File: src/rtl/slow_clock_monitor.sv
// rtl/slow_clock_monitor.sv - slow clock receiver: edge-to-step, period measurement, stall detection
module slow_clock_monitor #(
  parameter int          WIDTH   = 32,
  parameter int unsigned TIMEOUT = 10000000
) (
  input  logic             clk,
  input  logic             reset,
  input  logic             slowClk,
  input  logic             halt,
  output logic             step,
  output logic [WIDTH-1:0] period,
  output logic             periodValid,
  output logic             stalled,
  output logic [15:0]      edgeCount
);

  localparam logic [WIDTH-1:0] TIMEOUT_W = WIDTH'(TIMEOUT);

  typedef enum logic [1:0] {WAIT_FIRST, MEASURE, STALLED} state_t;

  state_t           state, state_next;
  logic             s1, s2, s3;
  logic             rise;
  logic [WIDTH-1:0] cnt, cnt_next;
  logic [WIDTH-1:0] period_next;
  logic             valid_next;
  logic             stalled_next;

  assign rise = s2 & ~s3;

  always_ff @(posedge clk or posedge reset) begin
    if (reset) begin
      s1          <= 1'b0;
      s2          <= 1'b0;
      s3          <= 1'b0;
      cnt         <= '0;
      state       <= WAIT_FIRST;
      period      <= '0;
      periodValid <= 1'b0;
      stalled     <= 1'b0;
      step        <= 1'b0;
      edgeCount   <= 16'd0;
    end else begin
      s1          <= slowClk;
      s2          <= s1;
      s3          <= s2;
      cnt         <= cnt_next;
      state       <= state_next;
      period      <= period_next;
      periodValid <= valid_next;
      stalled     <= stalled_next;
      step        <= rise & ~halt;
      if (step) edgeCount <= edgeCount + 16'd1;
    end
  end

  always_comb begin
    cnt_next     = cnt;
    state_next   = state;
    period_next  = period;
    valid_next   = periodValid;
    stalled_next = stalled;

    // Saturate so a very long stall can never alias back onto TIMEOUT.
    if (rise)            cnt_next = WIDTH'(1);
    else if (cnt != '1)  cnt_next = cnt + 1'b1;

    // A rise always takes priority over a coincident timeout.
    case (state)
      WAIT_FIRST: begin
        if (rise) begin
          state_next = MEASURE;
        end else if (cnt == TIMEOUT_W) begin
          state_next   = STALLED;
          stalled_next = 1'b1;
        end
      end
      MEASURE: begin
        if (rise) begin
          period_next = cnt;
          valid_next  = 1'b1;
        end else if (cnt == TIMEOUT_W) begin
          state_next   = STALLED;
          stalled_next = 1'b1;
          valid_next   = 1'b0;
        end
      end
      STALLED: begin
        if (rise) begin
          state_next   = MEASURE;
          stalled_next = 1'b0;
        end
      end
      default: state_next = WAIT_FIRST;
    endcase
  end

endmodule

File: config.mk
export PLATFORM = sky130hd
export DESIGN_NAME = slow_clock_monitor
export DESIGN_NICKNAME = d
export VERILOG_FILES = /design/src/rtl/slow_clock_monitor.sv
export SDC_FILE = /design/constraint.sdc
export NUM_CORES = 1
export LEC_CHECK = 0
export ABC_AREA = 1
export CORE_AREA = 2 2 92 94
export DETAILED_ROUTE_END_ITERATION = 6
export DIE_AREA = 0 0 94 96
export HOLD_SLACK_MARGIN = 0.15
export PLACE_DENSITY = 0.83
export SLEW_MARGIN = 20
export SYNTH_ARGS = -nofsm -noshare
export SYNTH_HDL_FRONTEND = slang
export SYNTH_SLANG_ARGS = --single-unit
export TNS_END_PERCENT = 20
File: constraint.sdc
create_clock -name clk -period 3.65 [get_ports clk]
set_clock_uncertainty 0.2 [all_clocks]
set_input_delay 0.365 -clock clk [delete_from_list [all_inputs] [get_ports clk]]
set_output_delay 0.365 -clock clk [all_outputs]
set_load 0.03 [all_outputs]
==> summary.md <==
| Metric | Value |
|---|---|
| Setup_tns | `0 ns` |
| Hold-fix buffers, CTS | `0` |
| Post-DP HPWL | `8390 µm` |
| Fmax | `448 MHz` |
| Startpoint type of the worst setup path | `flop` |
| Sequential share of power | `47.9%` |
| Design area | `0.00523 mm²` |
| Sequential share of the synthesized area | `50.6%` |
| # DRC | `0` |
| Req. time, crit path | `3.71 ns` |
| Post-synth top area cell | `dfrtp_1` |
| Mapped Area | `0.00435 mm²` |
| Clock Path Buffers | `2` |
| RSZ-0062 raised after global routing | `false` |
| # fillers | `723` |
| Crit-path leading delay family | `simple AND/OR/NAND/NOR gates` |
| Cell Int Power | `1.65 mW` |
| Leakage | `2.47 nW` |
| ANT cells | `0` |
| Placed Area | `0.00498 mm²` |
| Die Span Y | `96 µm` |
| IO Port Bufs | `54` |
| Via density | `5.38` |
| Most common cell type on the critical path | `nor2_4` |
| CP Cell Sequence | `ha_1, nand2_2, nor2_4, nand2_4, nor2_4, nand3_4, o21ai_0, nand2_1` |
| Max-Cap Viols | `0` |
| Vias in the first global route | `3798` |
| WL final | `11400 µm` |
| Syn. warnings | `0` |
| Routed Antenna Nets | `0` |
| Initial DRC count | `341` |
| CTS tree | `yes` |
| Asr flop ratio synth | `100%` |
| Slowest CP cell | `dfrtp_1` |
| Pre-antenna DRT Iters | `6` |
| Std-Cell Rows | `33` |
| Synth top area share | `50.6%` |
| I/O pins | `55` |
| Critical path fanouts, max | `32` |
| Overall Global Routing Usage | `27.2%` |
| Sinks on Clock Net | `88` |
| Setup Viol. Count Final | `0` |
| Synth cell types | `24` |
| Post-synth top flop | `dfrtp_1` |
| Num CTS Buffers | `9` |
| Logic pwr share | `16.3%` |
| Antenna violations before repair | `0` |
| Resized Gates After CTS | `0` |
| Top layer in use | `met4` |
| Pwr dens | `444 mW/mm²` |
| Nets | `636` |
| Max-slew violations | `0` |
| Worst vdd ir | `0.336 mV` |
| Psw | `0.673 mW` |
| Synth area leaders | `dfrtp_1 (51%), nand2_1 (18%), nor2_1 (6.6%), nand3_1 (6.3%), inv_1 (5.0%)` |
| Post-synth top cells | `nand2_1 (204), dfrtp_1 (88), nor2_1 (77), inv_1 (58), nand3_1 (55)` |
| Global-route wire length before repair | `18600 µm` |
| Die area | `0.00902 mm²` |
| Synthesized Nets | `581` |
| Initial Util | `54.0%` |
| Clock power share | `35.7%` |
| Clk slew on worst S/H paths | `0.09 ns` |
| Place WS | `1.45 ns` |
| GR Overflow Total | `0` |
| Worst slew pin tran | `0.848 ns` |
| Relative slew slack | `43.4%` |
| FF+latch area | `0.00220 mm²` |
| Net Sw Frac | `29.0%` |
| Period minus WS final | `2.23 ns` |
| Area of the multi-input gates | `0.00186 mm²` |
| Area delta synth->final | `20.2%` |
| CTS H-tree lvls | `3` |
| Buf+Inv Stages, Crit Path | `0` |
| Die X | `94 µm` |
| Clk root buf | `clkbuf_8` |
| Final period util | `61.2%` |
| Skew-Pair Late Insertion Delay | `0.37 ns` |
| Post-synthesis area per instance | `7.58 µm²` |
| Synth Instances | `574` |
| Worst setup margin | `1.42 ns` |
| Largest net degree at the start of global routing | `64` |
| CP peak stage delay | `0.46 ns` |
| Number of synthesized flops with an enable pin | `0` |
| Hold WC Path Type | `reg2reg` |
| WS Path Type | `reg2reg` |
| Met3 WL | `613 µm` |
| Met2 routed WL | `5740 µm` |
| Critical Path AT | `2.29 ns` |
| Detailed-route via count | `3975` |
| Post-CTS Setup Inserts | `0` |
| Average wire per standard cell | `15.5 µm` |
| Core footprint | `0.00805 mm²` |
| Most frequent cell after synthesis | `nand2_1` |
| Seq cells post-synth | `88` |
| Final Hold Vio Count | `0` |
| Wl on met1 | `4780 µm` |
| RD Place Congestion | `0.971` |
| Crit. End Element | `flop` |
| Outcome | `finished clean` |
| Layout cells sized above 1 | `4.73%` |
[registers in the layout (all words and copies together), names as in the netlist]
register / count
s2: 1
s1: 1
period: 32
state: 2
cnt: 32
edgeCount: 16
periodValid: 1
s3: 1
step: 1
stalled: 1
[power by group through the flow]
stage,registers [mW],logic [mW],clock network (mW)
detailed placement,1.13,0.381,0
finish,1.11,0.379,0.829
floorplan,1.20,0.153,0
CTS,1.11,0.382,0.832
global placement,1.12,0.375,0
global route,1.12,0.418,0.871
[worst reg2reg max path, stage by stage (launching register included)]
cell	delay, ns
dfrtp_1	0.46
ha_1	0.28
nand2_2	0.11
nor2_4	0.17
nand2_4	0.10
nor2_4	0.17
nand3_4	0.37
o21ai_0	0.21
nand2_1	0.07
[final timing paths]
path / endpoint / slack, ns / depth (start not counted) / start
worst max-delay path: cnt[0]$_DFFE_PP0P_ / 1.42 / 8 / cnt[0]$_DFFE_PP0P_
worst min-delay path: s2$_DFF_PP0_ / 0.16 / 0 / s1$_DFF_PP0_
worst max register to register: cnt[0]$_DFFE_PP0P_ / 1.42 / 8 / cnt[0]$_DFFE_PP0P_
worst min register to register: s2$_DFF_PP0_ / 0.16 / 0 / s1$_DFF_PP0_
max in group asynchronous: cnt[17]$_DFFE_PP0P_ / 2.31 / 3 / reset
min in group asynchronous: cnt[26]$_DFFE_PP0P_ / 0.25 / 2 / reset
[layout by cell type, fill, tap and decap left out]
master and count:
nand2_1 204, dfrtp_1 88, nor2_1 77, inv_1 57
nand3_1 55, clkdlybuf4s50_1 54, o21ai_0 35, clkbuf_8 10
xor2_1 8, o21ai_1 5, nand2_2 4, nor2_4 4
nand4_1 4, xnor2_1 4, nor3_1 3, ha_1 3
bufinv_16 3, o31ai_1 2, a21oi_1 2, clkinv_2 2
o21bai_1 2, inv_2 1, nand2_4 1, nand3_4 1
nor2_2 1, clkinv_4 1, clkbuf_1 1, buf_4 1
buf_12 1
[final cells by class]
type / count / share of cell area [%]
sequential: 88 / 42.1
inverter: 59 / 4.26
tap: 105 / 2.51
timing repair buffer: 56 / 10.9
multi-input combinational: 415 / 35.5
clock buffer: 11 / 2.70
clock inverter: 5 / 1.99
[layer usage]
layer / vias up / track usage, %
li1: 1907 / -
met1: 1878 / 34.5
met5: - / 0
met4: 0 / 8.94
met2: 164 / 47.3
met3: 26 / 4.86
[through the flow]
| stage | instances | hold slack (ns) | utilization [%] | power, mW |
|---|---|---|---|---|
| finish | 739 | 0.161 | 64.9 | 2.32 |
| global route | 739 | 0.173 | 64.9 | 2.41 |
| CTS | 739 | 0.166 | 64.9 | 2.32 |
| detailed placement | 723 | 0.136 | 61.9 | 1.51 |
| global placement | 723 | 0.145 | 61.9 | 1.50 |
| floorplan | 574 | 0.131 | - | 1.35 |
[cells by family after synthesis]
logic type	after synthesis	synth area share, %
AO/OA/AOI/OAI	46	5.52
XOR/XNOR	12	2.42
adder cells (fa/ha/maj)	3	0.863
buffers and inverters	71	6.65
flip-flops	88	50.6
AND/OR/NAND/NOR	354	33.9
Power figures use the tool's default switching activity.
